===== config.mk =====
export PLATFORM = sky130hd
export DESIGN_NAME = dmem_arbiter
export DESIGN_NICKNAME = d
export VERILOG_FILES = /design/src/rtl/dmem_arbiter.sv
export SDC_FILE = /design/constraint.sdc
export NUM_CORES = 1
export LEC_CHECK = 0
export CAP_MARGIN = 20
export CORE_MARGIN = 2
export CORE_UTILIZATION = 47
export DETAILED_ROUTE_END_ITERATION = 12
export PLACE_DENSITY = 0.85
export SLEW_MARGIN = 5
export SYNTH_ARGS = -nofsm -noshare
export SYNTH_HDL_FRONTEND = slang
export SYNTH_SLANG_ARGS = --single-unit

===== constraint.sdc =====
create_clock -name clk -period 11.5 [get_ports clk]
set_input_delay 2.3 -clock clk [delete_from_list [all_inputs] [get_ports clk]]
set_output_delay 2.3 -clock clk [all_outputs]
set_load 0.03 [all_outputs]

===== src/rtl/dmem_arbiter.sv =====
// dmem_arbiter: shares the data RAM between CPU port C and debug port D; DMEM_ARB_RR_EN selects round-robin grant
module dmem_arbiter #(
    parameter int MAX_WAIT = 4
) (
    input  logic        clk,
    input  logic        rst,
    input  logic        mem2arb_req_i,
    input  logic        mem2arb_we_i,
    input  logic [1:0]  mem2arb_size_i,
    input  logic [31:0] mem2arb_addr_i,
    input  logic [31:0] mem2arb_wdata_i,
    output logic [31:0] arb2mem_rdata_o,
    output logic        arb2mem_ack_o,
    output logic        arb2mem_misalign_o,
    output logic        arb2mem_stall_o,
    input  logic        dbg2arb_req_i,
    input  logic        dbg2arb_we_i,
    input  logic [31:0] dbg2arb_addr_i,
    input  logic [31:0] dbg2arb_wdata_i,
    output logic [31:0] arb2dbg_rdata_o,
    output logic        arb2dbg_ack_o,
    output logic        arb2ram_en_o,
    output logic        arb2ram_we_o,
    output logic [3:0]  arb2ram_be_o,
    output logic [31:0] arb2ram_addr_o,
    output logic [31:0] arb2ram_wdata_o,
    input  logic [31:0] ram2arb_rdata_i
);
    typedef enum logic [2:0] {IDLE, ACC_C, RESP_C, ACC_D, RESP_D} state_t;
    state_t state, state_nx;
    logic        op_we, op_mis, grant_c, grant_d, c_mis, acc, c_load_done, d_load_done;
    logic [1:0]  op_size;
    logic [31:0] op_addr, op_wdata, c_rdata_q, d_rdata_q, c_shift, lane_wdata;
    logic [3:0]  lane_be;
`ifdef DMEM_ARB_RR_EN
    logic last_d;
    assign grant_c = mem2arb_req_i && !(dbg2arb_req_i && !last_d);
    always_ff @(posedge clk or posedge rst)
        if (rst)
            last_d <= 1'b1;
        else if (state == IDLE && (grant_c || grant_d))
            last_d <= grant_d;
`else
    localparam int WW = $clog2(MAX_WAIT + 1);
    localparam logic [WW-1:0] MAX_CNT = WW'(MAX_WAIT);
    logic [WW-1:0] wait_cnt;
    assign grant_c = mem2arb_req_i && !(dbg2arb_req_i && wait_cnt == MAX_CNT);
    always_ff @(posedge clk or posedge rst)
        if (rst)
            wait_cnt <= '0;
        else if (state == IDLE)
            wait_cnt <= grant_d ? '0 : (dbg2arb_req_i && grant_c) ? wait_cnt + 1'b1 : wait_cnt;
`endif
    assign grant_d = dbg2arb_req_i && !grant_c;
    assign c_mis = mem2arb_size_i == 2'b11 || (mem2arb_size_i == 2'b01 && mem2arb_addr_i[0]) ||
                   (mem2arb_size_i == 2'b10 && mem2arb_addr_i[1:0] != 2'b00);
    always_comb begin
        state_nx = state;
        case (state)
            IDLE:    state_nx = grant_c ? ACC_C : grant_d ? ACC_D : IDLE;
            ACC_C:   state_nx = RESP_C;
            ACC_D:   state_nx = RESP_D;
            default: state_nx = IDLE;
        endcase
    end
    assign lane_be = op_size == 2'b00 ? 4'b0001 << op_addr[1:0] :
                     op_size == 2'b01 ? (op_addr[1] ? 4'b1100 : 4'b0011) : 4'b1111;
    assign lane_wdata = op_size == 2'b00 ? {4{op_wdata[7:0]}} :
                        op_size == 2'b01 ? {2{op_wdata[15:0]}} : op_wdata;
    assign acc = (state == ACC_C && !op_mis) || state == ACC_D;
    assign arb2ram_en_o = acc;
    assign arb2ram_we_o = acc && op_we;
    assign arb2ram_be_o = acc ? lane_be : 4'b0000;
    assign arb2ram_addr_o = acc ? {op_addr[31:2], 2'b00} : 32'd0;
    assign arb2ram_wdata_o = acc ? lane_wdata : 32'd0;
    assign c_shift = ram2arb_rdata_i >> {op_addr[1:0], 3'b000};
    assign c_load_done = state == RESP_C && !op_we && !op_mis;
    assign d_load_done = state == RESP_D && !op_we;
    assign arb2mem_rdata_o = c_load_done ? c_shift : c_rdata_q;
    assign arb2dbg_rdata_o = d_load_done ? ram2arb_rdata_i : d_rdata_q;
    assign arb2mem_ack_o = state == RESP_C;
    assign arb2mem_misalign_o = state == RESP_C && op_mis;
    assign arb2dbg_ack_o = state == RESP_D;
    assign arb2mem_stall_o = mem2arb_req_i && !arb2mem_ack_o;
    always_ff @(posedge clk or posedge rst)
        if (rst) begin
            state     <= IDLE;
            op_we     <= 1'b0;
            op_mis    <= 1'b0;
            op_size   <= 2'b00;
            op_addr   <= 32'd0;
            op_wdata  <= 32'd0;
            c_rdata_q <= 32'd0;
            d_rdata_q <= 32'd0;
        end else begin
            state <= state_nx;
            if (state == IDLE && grant_c) begin
                op_we    <= mem2arb_we_i;
                op_mis   <= c_mis;
                op_size  <= mem2arb_size_i;
                op_addr  <= mem2arb_addr_i;
                op_wdata <= mem2arb_wdata_i;
            end else if (state == IDLE && grant_d) begin
                op_we    <= dbg2arb_we_i;
                op_mis   <= 1'b0;
                op_size  <= 2'b10;
                op_addr  <= dbg2arb_addr_i;
                op_wdata <= dbg2arb_wdata_i;
            end
            if (c_load_done)
                c_rdata_q <= c_shift;
            if (d_load_done)
                d_rdata_q <= ram2arb_rdata_i;
        end
endmodule


==> out/qor.txt <==
top-level port count: 306
Pleak: 4.662 nW
syn avg cell area: 10.87 um^2
post-synth top area share: 0.4571
Worst-Skew Late Latency: 0.42 ns
CTS Buffer Depth: 2
Hold Vio Cnt, Final: 0
Core ar.: 0.01577 mm^2
Vias: 6,801
CTS Hold Bufs: 0
Flop pwr share: 0.253
vias per std cell: 5.734
H-tree depth: 4
initial DRC count: 507
area of the mapped netlist: 0.007555 mm^2
Worst Setup Start Kind: input port
worst r2r dst: op_wdata[0]
post_cts resized: 0
ANT cells: 0
f_max: 154.4 MHz
total grt overflow: 0
routability cong.: 0.8282
clk sink count: 138
hold slack: 0.4765 ns
Ys Warns: 0
die area: 0.01710 mm^2
Worst slew margin: 0.2800
synth unique cells: 40
WL per Instance: 20.91 um
fill cell count: 1,180
actual slew at the worst max-slew pin: 1.079 ns
max cap viols: 0
cell taking the most area after synthesis: dfrtp_1
Residual DRC: 0
DRT Pass-1 Iters: 5
Worst EP required: 9.20 ns
drt total wl: 24.80 mm
CTS root buf: clkbuf_16
Area growth, synth to finish: 49.27%
worst hold start: c_rdata_q[25]
Register-to-Register Path Depth: 6
Die Wd: 130.8 um
largest cells by area after synthesis: dfrtp_1 (46%), mux2_2 (8.6%), a2bb2oi_1 (7.5%)
row cnt: 46
fraction of layout cells with a size suffix above 1: 0.1237
pin count of the biggest net entering global routing: 84
hpwl dp: 16.94 mm
Pins Over Slew Limit: 0
Antenna Nets Post-Route: 0
Sw Share: 0.4220
Worst Hold End: c_rdata_q[25]
CTS clock-pin slew for the worst setup and hold paths: 0.05 ns
final net count: 1,127
Psw: 1.417 mW
RR Startpoint: wait_cnt[0]
most frequent cells in the layout: clkdlybuf4s50_1 (302), dfrtp_1 (138), o32ai_1 (65), a2bb2oi_1 (65), mux2_2 (58)
met2 Use GR: 0.4611
final setup TNS: 0 ns
kind of critical path: input port to output port
clock skew: 0.01294 ns
fin crit share: 0.5631
Clock Power Share: 0.182
crit path capture type: output port
Worst Path Arrival: 4.18 ns
commonest non-fill, non-tap cell in the layout: clkdlybuf4s50_1
status: finished, final reports clean
vias in the first global route: 6,722
postcts setup bufs: 0
internal power: 1.941 mW
Initial Utilization: 0.4791
hold depth: 1
crit path max fanout: 4
met1 GRT Util: 0.3772
initial antenna violation count: 0
RSZ-0062 raised after global routing: false
Final setup viols: 0
global-route wire length before repair: 37.91 mm
GRT Overall Usage: 0.2902
setup slack, reg-to-reg: 9.14 ns
Final min period: 6.475 ns
combinational share of power: 0.564
Seq/Total Area, Yosys: 0.4571
CTS tree: yes
hold crit path type: flop to flop
gate count of the mapped netlist: 695
die height: 130.8 um
PwrDens: 297.8 mW/mm^2
Peak VDD IR: 0.0001711 V
met3 usage: 0.08184
port bufs: 303
Synth Register Bits: 138
GRT Max-Usage Layer: met2
Num CTS Buffers: 17
-- cell usage after synthesis, drive strengths merged --
| cell | instances |
|---|---|
| or3 | 1 |
| o21ai | 15 |
| nand4 | 9 |
| inv | 10 |
| nor2 | 23 |
| ha | 2 |
| mux2 | 64 |
| and2 | 40 |
| a21oi | 20 |
| nand3b | 2 |
| nand2b | 54 |
| o2bb2ai | 10 |
| o21a | 2 |
| clkbuf | 38 |
| o22ai | 1 |
| a21bo | 8 |
| buf | 35 |
| a2bb2oi | 65 |
| nand2 | 27 |
| a21boi | 1 |
| and3 | 1 |
| nor3 | 1 |
| nor3b | 3 |
| or2b | 13 |
| o32ai | 65 |
| dfrtp | 138 |
| or4b | 1 |
| and3b | 1 |
| conb | 1 |
| mux2i | 40 |
| a22oi | 1 |
| nor2b | 3 |
-- state kept, by name (all words and copies together) (netlist names) --
name       cells
d_rdata_q     32
c_rdata_q     32
state          3
op_we          1
wait_cnt       3
op_addr       32
op_wdata      32
op_mis         1
op_size        2
-- through the flow --
| stage | util | power (mW) | instances | worst slack, ns | instance area [um^2] |
|---|---|---|---|---|---|
| final | 0.7151 | 3.358 | 1186 | 5.025 | 11280 |
| after global routing | 0.7151 | 3.513 | 1186 | 4.999 | 11280 |
| after CTS | 0.7151 | 3.367 | 1186 | 5.024 | 11280 |
| after detailed placement | 0.6732 | 2.741 | 1154 | 5.103 | 10620 |
| after global placement | 0.6732 | 2.708 | 1154 | 5.148 | 10620 |
| after floorplan | - | 2.027 | 696 | 5.504 | 7559 |
-- final cells by class --
| type | count | area (um^2) | share of cell area |
|---|---|---|---|
| flip-flops and latches | 138 | 3453 | 0.3062 |
| multi-input cells | 475 | 3732 | 0.3310 |
| inverters | 10 | 42.54 | 0.003772 |
| clock buffers | 21 | 470.5 | 0.04172 |
| well taps | 216 | 270.3 | 0.02397 |
| clock inverters | 11 | 190.2 | 0.01686 |
| repair buffers | 315 | 3118 | 0.2765 |
-- per-layer routing --
layer / vias up / part of all wire
met5: - / 0
met4: 0 / 0.033
met3: 50 / 0.070
met2: 291 / 0.49
met1: 3368 / 0.40
li1: 3092 / -
-- power by group through the flow --
stage / logic (mW) / clock network, mW / registers (mW)
floorplan: 1.24 / 0 / 0.788
global placement: 1.87 / 0 / 0.842
detailed placement: 1.89 / 0 / 0.849
CTS: 1.90 / 0.620 / 0.848
global route: 1.99 / 0.643 / 0.878
finish: 1.90 / 0.613 / 0.851
-- cells by family after synthesis --
kind of cell             Yosys count  synth area share
AO/OA/AOI/OAI                    188            0.2014
AND/OR/NAND/NOR                  179            0.1371
flip-flops                       138            0.4571
multiplexers                     104            0.1484
buffers and inverters             83           0.05217
adder cells (fa/ha/maj)            2          0.003312
other                              1         0.0004964
-- critical path, cell delays in order --
cell and delay, ns:
clkdlybuf4s50_1 0.63, mux2i_1 0.15, mux2i_1 0.21, mux2_2 0.21
clkdlybuf4s50_1 0.67
-- worst max-delay path by stage --
stage,start,endpoint,slack [ns],cells past startpoint
2_1_floorplan,rst,c_rdata_q[0],5.50,1
3_5_place_dp,ram2arb_rdata_i[25],arb2mem_rdata_o[1],5.10,5
6_report,ram2arb_rdata_i[25],arb2mem_rdata_o[1],5.02,5
5_1_grt,ram2arb_rdata_i[25],arb2mem_rdata_o[1],5.00,5
4_1_cts,ram2arb_rdata_i[25],arb2mem_rdata_o[1],5.02,5
3_3_place_gp,ram2arb_rdata_i[25],arb2mem_rdata_o[1],5.15,5
(Power assumes the default switching activity.)
